==> config.mk <==
export PLATFORM = sky130hd
export DESIGN_NAME = control_buffer_filas
export DESIGN_NICKNAME = d
export VERILOG_FILES = /design/src/rtl/control_buffer_filas.sv
export SDC_FILE = /design/constraint.sdc
export NUM_CORES = 1
export LEC_CHECK = 0
export CAP_MARGIN = 10
export CORE_ASPECT_RATIO = 1.75
export CORE_MARGIN = 10
export CORE_UTILIZATION = 50
export CTS_CLUSTER_SIZE = 24
export DETAILED_ROUTE_END_ITERATION = 10
export PLACE_DENSITY = 0.8
export SETUP_SLACK_MARGIN = 0.4
export SLEW_MARGIN = 20
export SYNTH_ARGS = -nofsm -noshare
export SYNTH_HDL_FRONTEND = slang
export SYNTH_SLANG_ARGS = --single-unit
==> constraint.sdc <==
create_clock -name clk -period 1.8 [get_ports clk]
set_input_delay 0.18 -clock clk [delete_from_list [all_inputs] [get_ports clk]]
set_output_delay 0.18 -clock clk [all_outputs]
set_load 0.02 [all_outputs]
==> src/rtl/control_buffer_filas.sv <==
// Ping-pong write/read controller for the two-row line buffer feeding the filter.
// Optional row/frame counter and fin_cuadro port enabled by defining CONTADOR_FILAS_EN.
`timescale 1ns/1ps
module control_buffer_filas #(
    parameter int BITS_DATOS     = 8,
    parameter int ANCHO_FILA     = 640,
    parameter int BITS_DIRECCION = 10,
    parameter int ALTO_IMAGEN    = 480
) (
    input  logic                      clk,
    input  logic                      reset,
    input  logic                      entrada_valida,
    output logic                      listo_entrada,
    output logic                      escritura_1,
    output logic                      escritura_2,
    output logic [BITS_DIRECCION-1:0] direccion_escritura,
    output logic [BITS_DIRECCION-1:0] direccion_lectura,
    output logic                      seleccion,
    output logic                      salida_valida,
    input  logic                      listo_salida,
    output logic                      fin_fila
`ifdef CONTADOR_FILAS_EN
    ,
    output logic                      fin_cuadro
`endif
);

    localparam bit CONFIG_VALIDA = (BITS_DATOS > 0) && (ANCHO_FILA >= 2) &&
                                   ((2 ** BITS_DIRECCION) >= ANCHO_FILA) && (ALTO_IMAGEN > 0);
    localparam logic [BITS_DIRECCION-1:0] ULTIMA_COL = BITS_DIRECCION'(ANCHO_FILA - 1);

    generate
        if (!CONFIG_VALIDA) begin : g_config_invalida
            $error("control_buffer_filas: invalid parameter set");
        end
    endgenerate

    typedef enum logic [1:0] {
        LEC_REPOSO,
        LEC_ACTIVA,
        LEC_ESPERA
    } estado_t;

    estado_t                   estado;
    logic                      banco_esc;
    logic                      banco_lec;
    logic [1:0]                lleno;
    logic [BITS_DIRECCION-1:0] col_esc;
    logic [BITS_DIRECCION-1:0] col_lec;

    logic       acepta;
    logic       fin_escritura;
    logic       emite;
    logic       entrega;
    logic       fin_lectura;
    logic [1:0] marca;
    logic [1:0] libera;

    always_comb begin
        listo_entrada       = !lleno[banco_esc];
        acepta              = entrada_valida && listo_entrada;
        escritura_1         = acepta && !banco_esc;
        escritura_2         = acepta && banco_esc;
        direccion_escritura = col_esc;
        fin_escritura       = acepta && (col_esc == ULTIMA_COL);
        emite               = (estado == LEC_ACTIVA) && (!salida_valida || listo_salida);
        entrega             = salida_valida && listo_salida;
        fin_lectura         = (estado == LEC_ESPERA) && entrega;
        marca               = '0;
        libera              = '0;
        if (fin_escritura) marca[banco_esc] = 1'b1;
        if (fin_lectura)   libera[banco_lec] = 1'b1;
    end

    always_ff @(posedge clk) begin
        if (reset) begin
            col_esc   <= '0;
            banco_esc <= 1'b0;
        end else if (acepta) begin
            if (col_esc == ULTIMA_COL) begin
                col_esc   <= '0;
                banco_esc <= ~banco_esc;
            end else begin
                col_esc <= col_esc + 1'b1;
            end
        end
    end

    // lleno merges the write-side set and read-side clear so both land in the same cycle.
    always_ff @(posedge clk) begin
        if (reset) begin
            estado            <= LEC_REPOSO;
            lleno             <= '0;
            banco_lec         <= 1'b0;
            col_lec           <= '0;
            direccion_lectura <= '0;
            seleccion         <= 1'b0;
            salida_valida     <= 1'b0;
            fin_fila          <= 1'b0;
        end else begin
            lleno    <= (lleno | marca) & ~libera;
            fin_fila <= fin_lectura;
            if (entrega && !emite) salida_valida <= 1'b0;
            case (estado)
                LEC_REPOSO: begin
                    if (lleno[banco_lec]) estado <= LEC_ACTIVA;
                end
                LEC_ACTIVA: begin
                    if (emite) begin
                        direccion_lectura <= col_lec;
                        seleccion         <= banco_lec;
                        salida_valida     <= 1'b1;
                        if (col_lec == ULTIMA_COL) begin
                            estado <= LEC_ESPERA;
                        end else begin
                            col_lec <= col_lec + 1'b1;
                        end
                    end
                end
                LEC_ESPERA: begin
                    if (entrega) begin
                        banco_lec <= ~banco_lec;
                        col_lec   <= '0;
                        estado    <= LEC_REPOSO;
                    end
                end
                default: estado <= LEC_REPOSO;
            endcase
        end
    end

`ifdef CONTADOR_FILAS_EN
    localparam int BITS_FILAS = (ALTO_IMAGEN > 1) ? $clog2(ALTO_IMAGEN) : 1;
    localparam logic [BITS_FILAS-1:0] ULTIMA_FILA = BITS_FILAS'(ALTO_IMAGEN - 1);

    logic [BITS_FILAS-1:0] contador_filas;

    always_ff @(posedge clk) begin
        if (reset) begin
            contador_filas <= '0;
            fin_cuadro     <= 1'b0;
        end else begin
            fin_cuadro <= 1'b0;
            if (fin_lectura) begin
                if (contador_filas == ULTIMA_FILA) begin
                    contador_filas <= '0;
                    fin_cuadro     <= 1'b1;
                end else begin
                    contador_filas <= contador_filas + 1'b1;
                end
            end
        end
    end
`endif

endmodule
==> flow_summary.ini <==
[critical_path]
worst-endpoint-arrival_ps = 1740
ff_to_ff_path_depth = 7
critPathLaunch = col_lec[0]$_SDFFE_PP0P_
timing_worst_setup_path_type = reg2reg
critPathCapture = col_lec[9]$_SDFFE_PP0P_
worstPathRequired_ps = 1960
timing.critical_path.slowest_cell_delay_ps = 360
reg2reg_to = col_lec[9]$_SDFFE_PP0P_
r2r_setup_slack_ps = 220
critical-path-slowest-cell = sky130_fd_sc_hd__dfxtp_4
crit_path_max_fanout = 5
crit_path_cell_trace = ha_4 -> and3_4 -> buf_6 -> buf_4 -> and4_4 -> o211ai_1 -> a31oi_1
rr_startpoint = col_lec[0]$_SDFFE_PP0P_
start_kind = flop
setup.worst_path.end_class = flop

[cells_and_area]
fin_area_um2 = 2590
finish.cell_count_without_fillers = 314
final.fill_count = 230
area_delta_synth_final_pct = 44.0
fin_nets = 274
share_of_final_layout_standard_cells_stronger_than_drive_strength_1_pct = 33.8
insertedDiodeCount = 0
layout.core_utilization_pct = 75.4

[floorplan]
count_of_pins_on_the_block_boundary = 30
core_region_area_um2 = 3430
chipHeight_um = 99.3
initial_standard_cell_utilization_of_the_core_pct = 52.4
chipWidth_um = 65.3
row_count = 28
fp.dieArea_um2 = 6490

[yosys]
syn-cell-area_um2 = 1800
number_of_unique_standard_cell_types_used_by_synthesis = 41
syn_avg_cell_area_um2 = 8.60
synth.cells.most_frequent = 39 x sky130_fd_sc_hd__dfxtp_1, 33 x sky130_fd_sc_hd__nand2_1, 21 x sky130_fd_sc_hd__a21oi_1, 14 x sky130_fd_sc_hd__nor2_1, 12 x sky130_fd_sc_hd__nand3_1
synth_warnings = 0
area_contributors_post_synth = sky130_fd_sc_hd__dfxtp_1 43%, sky130_fd_sc_hd__nand2_1 6.9%, sky130_fd_sc_hd__a21oi_1 5.8%
synth_top_area_cell = sky130_fd_sc_hd__dfxtp_1
synth.yosys.seq_area_share_pct = 43.4
ys_ff_latch = 39
synth_edf_count = 0
asyncSetResetFlopFracSynth_pct = 0
yosysMostFrequentCell = sky130_fd_sc_hd__dfxtp_1
netlist.area_leader.share_pct = 43.4
synth_flop_cell = sky130_fd_sc_hd__dfxtp_1
post_synth_inst_count = 209
syn_nets = 215

[detailed_routing]
wl_um = 5760
drt-initial-drc-count = 110
drt_pass1_iterations = 4
antenna_violating_nets_post_route = 0
average_routed_wire_per_standard_cell_um = 18.4
vias_after_detailed_routing = 1881
drc = 0
vias_per_cell = 5.99

[placement]
preCtsSetupSlack_ps = -26.4
routabilityCongestion = 0.838
place.detailed.hpwl_um = 3450
place.port_buffers = 29
dpl_cell_area_um2 = 2190
place.detailed.instances = 284

[global_routing]
pin_count_of_the_biggest_net_entering_global_routing = 18
number_of_antenna_violations_at_the_first_check_in_global_routing = 0
grt_pass1_wl_um = 8750
number_of_global_route_vias_before_repair = 1860
overflow = 0
groute.usage.overall_pct = 16.6

[worst_hold_path]
hold_path.class = reg2reg

[sta]
max_slew_margin_pct = 72.5
timing.final.crit_share_pct = 87.6
final.setup_skew_ps = 4.58
finalSetupViolations = 0
maxClockFrequency_ghz = 0.634
tns_ps = 0
timing.final.max_slew_violations = 0
layout_min_cycle_time_ps = 1580
rsz0062_at_grt = true
tightestPinTransition_ps = 412
hold_slack_ps = 454
final_hold_viol_count = 0
post-route-worst-setup-slack_ps = 223

[job]
cap_violations = 0

[power]
design_power_total_mw = 1.54
pwr_density_cell_nw_per_um2 = 596
power.leakage_nw = 1.08
vdd.ir_drop.worst_v = 0.000707

[clock_network]
clock_latency_at_the_later_pin_of_the_worst_skew_pair_ps = 290
cts_inserted_buffers = 5
cts.path.max_buffers = 2
cts_tree = yes
cts.clk_slew.worst_paths_ps = 70
clock_sinks = 39
clk_root_buffer_cell = sky130_fd_sc_hd__clkbuf_8
htree_num_levels = 2

[outcome]
outcome = complete, no violations
-- kinds of logic after synthesis --
| family | Yosys count | share of synthesized area, % |
|---|---|---|
| DFF | 39 | 43.4 |
| xor gates and xnor gates | 8 | 3.90 |
| adders and majority gates | 2 | 1.39 |
| AOI/OAI and AO/OA | 49 | 17.8 |
| muxes | 1 | 1.25 |
| and+or+nand+nor | 93 | 26.4 |
| buffers and inverters | 17 | 5.77 |
-- how the worst min path moves through the flow --
stage                                 startpoint                                end  slack (ps)  cells after the start
2_1_floorplan                       listo_salida             estado[1]$_SDFFE_PP0P_         410                      3
3_3_place_gp   direccion_lectura[6]$_SDFFE_PP0P_  direccion_lectura[6]$_SDFFE_PP0P_         450                      2
3_5_place_dp   direccion_lectura[5]$_SDFFE_PP0P_  direccion_lectura[5]$_SDFFE_PP0P_         450                      2
4_1_cts        direccion_lectura[5]$_SDFFE_PP0P_  direccion_lectura[5]$_SDFFE_PP0P_         460                      2
5_1_grt        direccion_lectura[3]$_SDFFE_PP0P_  direccion_lectura[3]$_SDFFE_PP0P_         480                      2
6_report       direccion_lectura[5]$_SDFFE_PP0P_  direccion_lectura[5]$_SDFFE_PP0P_         450                      2
-- per-layer routing --
| layer | track usage, % | part of all wire, % | routed length (um) | vias up |
|---|---|---|---|---|
| met5 | 0 | 0 | 0 | - |
| met4 | 8.28 | 4.2 | 244 | 0 |
| met3 | 4.04 | 4.1 | 239 | 25 |
| met2 | 32.9 | 57 | 3280 | 60 |
| met1 | 14.4 | 35 | 2000 | 923 |
| li1 | - | - | - | 873 |
-- area by class of cell --
| type | count | area, um^2 | area share, % |
|---|---|---|---|
| Clock buffer | 7 | 76.3 | 2.95 |
| Clock inverter | 1 | 5.00 | 0.193 |
| Inverter | 4 | 15.0 | 0.580 |
| Multi-Input combinational cell | 154 | 1090 | 42.1 |
| Sequential cell | 39 | 800 | 30.9 |
| Tap cell | 45 | 56.3 | 2.17 |
| Timing Repair Buffer | 64 | 546 | 21.1 |
-- registers in the layout, summed over array words and instances, names as in the netlist --
signal / flops
direccion_escritura: 10
banco_lec: 1
estado: 2
lleno: 2
fin_fila: 1
col_lec: 10
salida_valida: 1
seleccion: 1
direccion_lectura: 10
banco_esc: 1
-- cell usage in the layout (no fill, tap or decap), drive strengths merged, types with 5 or more instances in the layout --
cell	netlist	layout
nand4	7	7
nor2	14	14
nand2b	5	5
o21ai	6	6
a21oi	21	21
or3	6	6
xor2	8	8
a31oi	5	5
buf	7	36
a311oi	5	5
o211ai	5	5
dlygate4sd2	0	22
dfxtp	39	39
nand2	33	33
clkbuf	5	8
and3	5	5
nand3	13	13
-- report_power, final --
| group | internal, mW | switching, mW |
|---|---|---|
| registers | 0.870 | 0.0119 |
| clock network | 0.272 | 0.295 |
| logic | 0.0391 | 0.0560 |
| total | 1.18 | 0.363 |
-- timing repair --
item                       CTS  global route
setup buffers               15             5
pin swaps                    8            14
setup endpoints to repair   36            28
resized for setup           55            31
cloned                       1             1
hold buffers                 0             0
-- critical path: cells and delay by family (launching register included) --
| kind | cells | cell delay (ps) |
|---|---|---|
| buffers and inverters | 2 | 240 |
| and+or+nand+nor | 2 | 390 |
| adders and majority gates | 1 | 150 |
| DFF | 1 | 360 |
| AOI/OAI and AO/OA | 2 | 310 |
(Power assumes the default switching activity.)
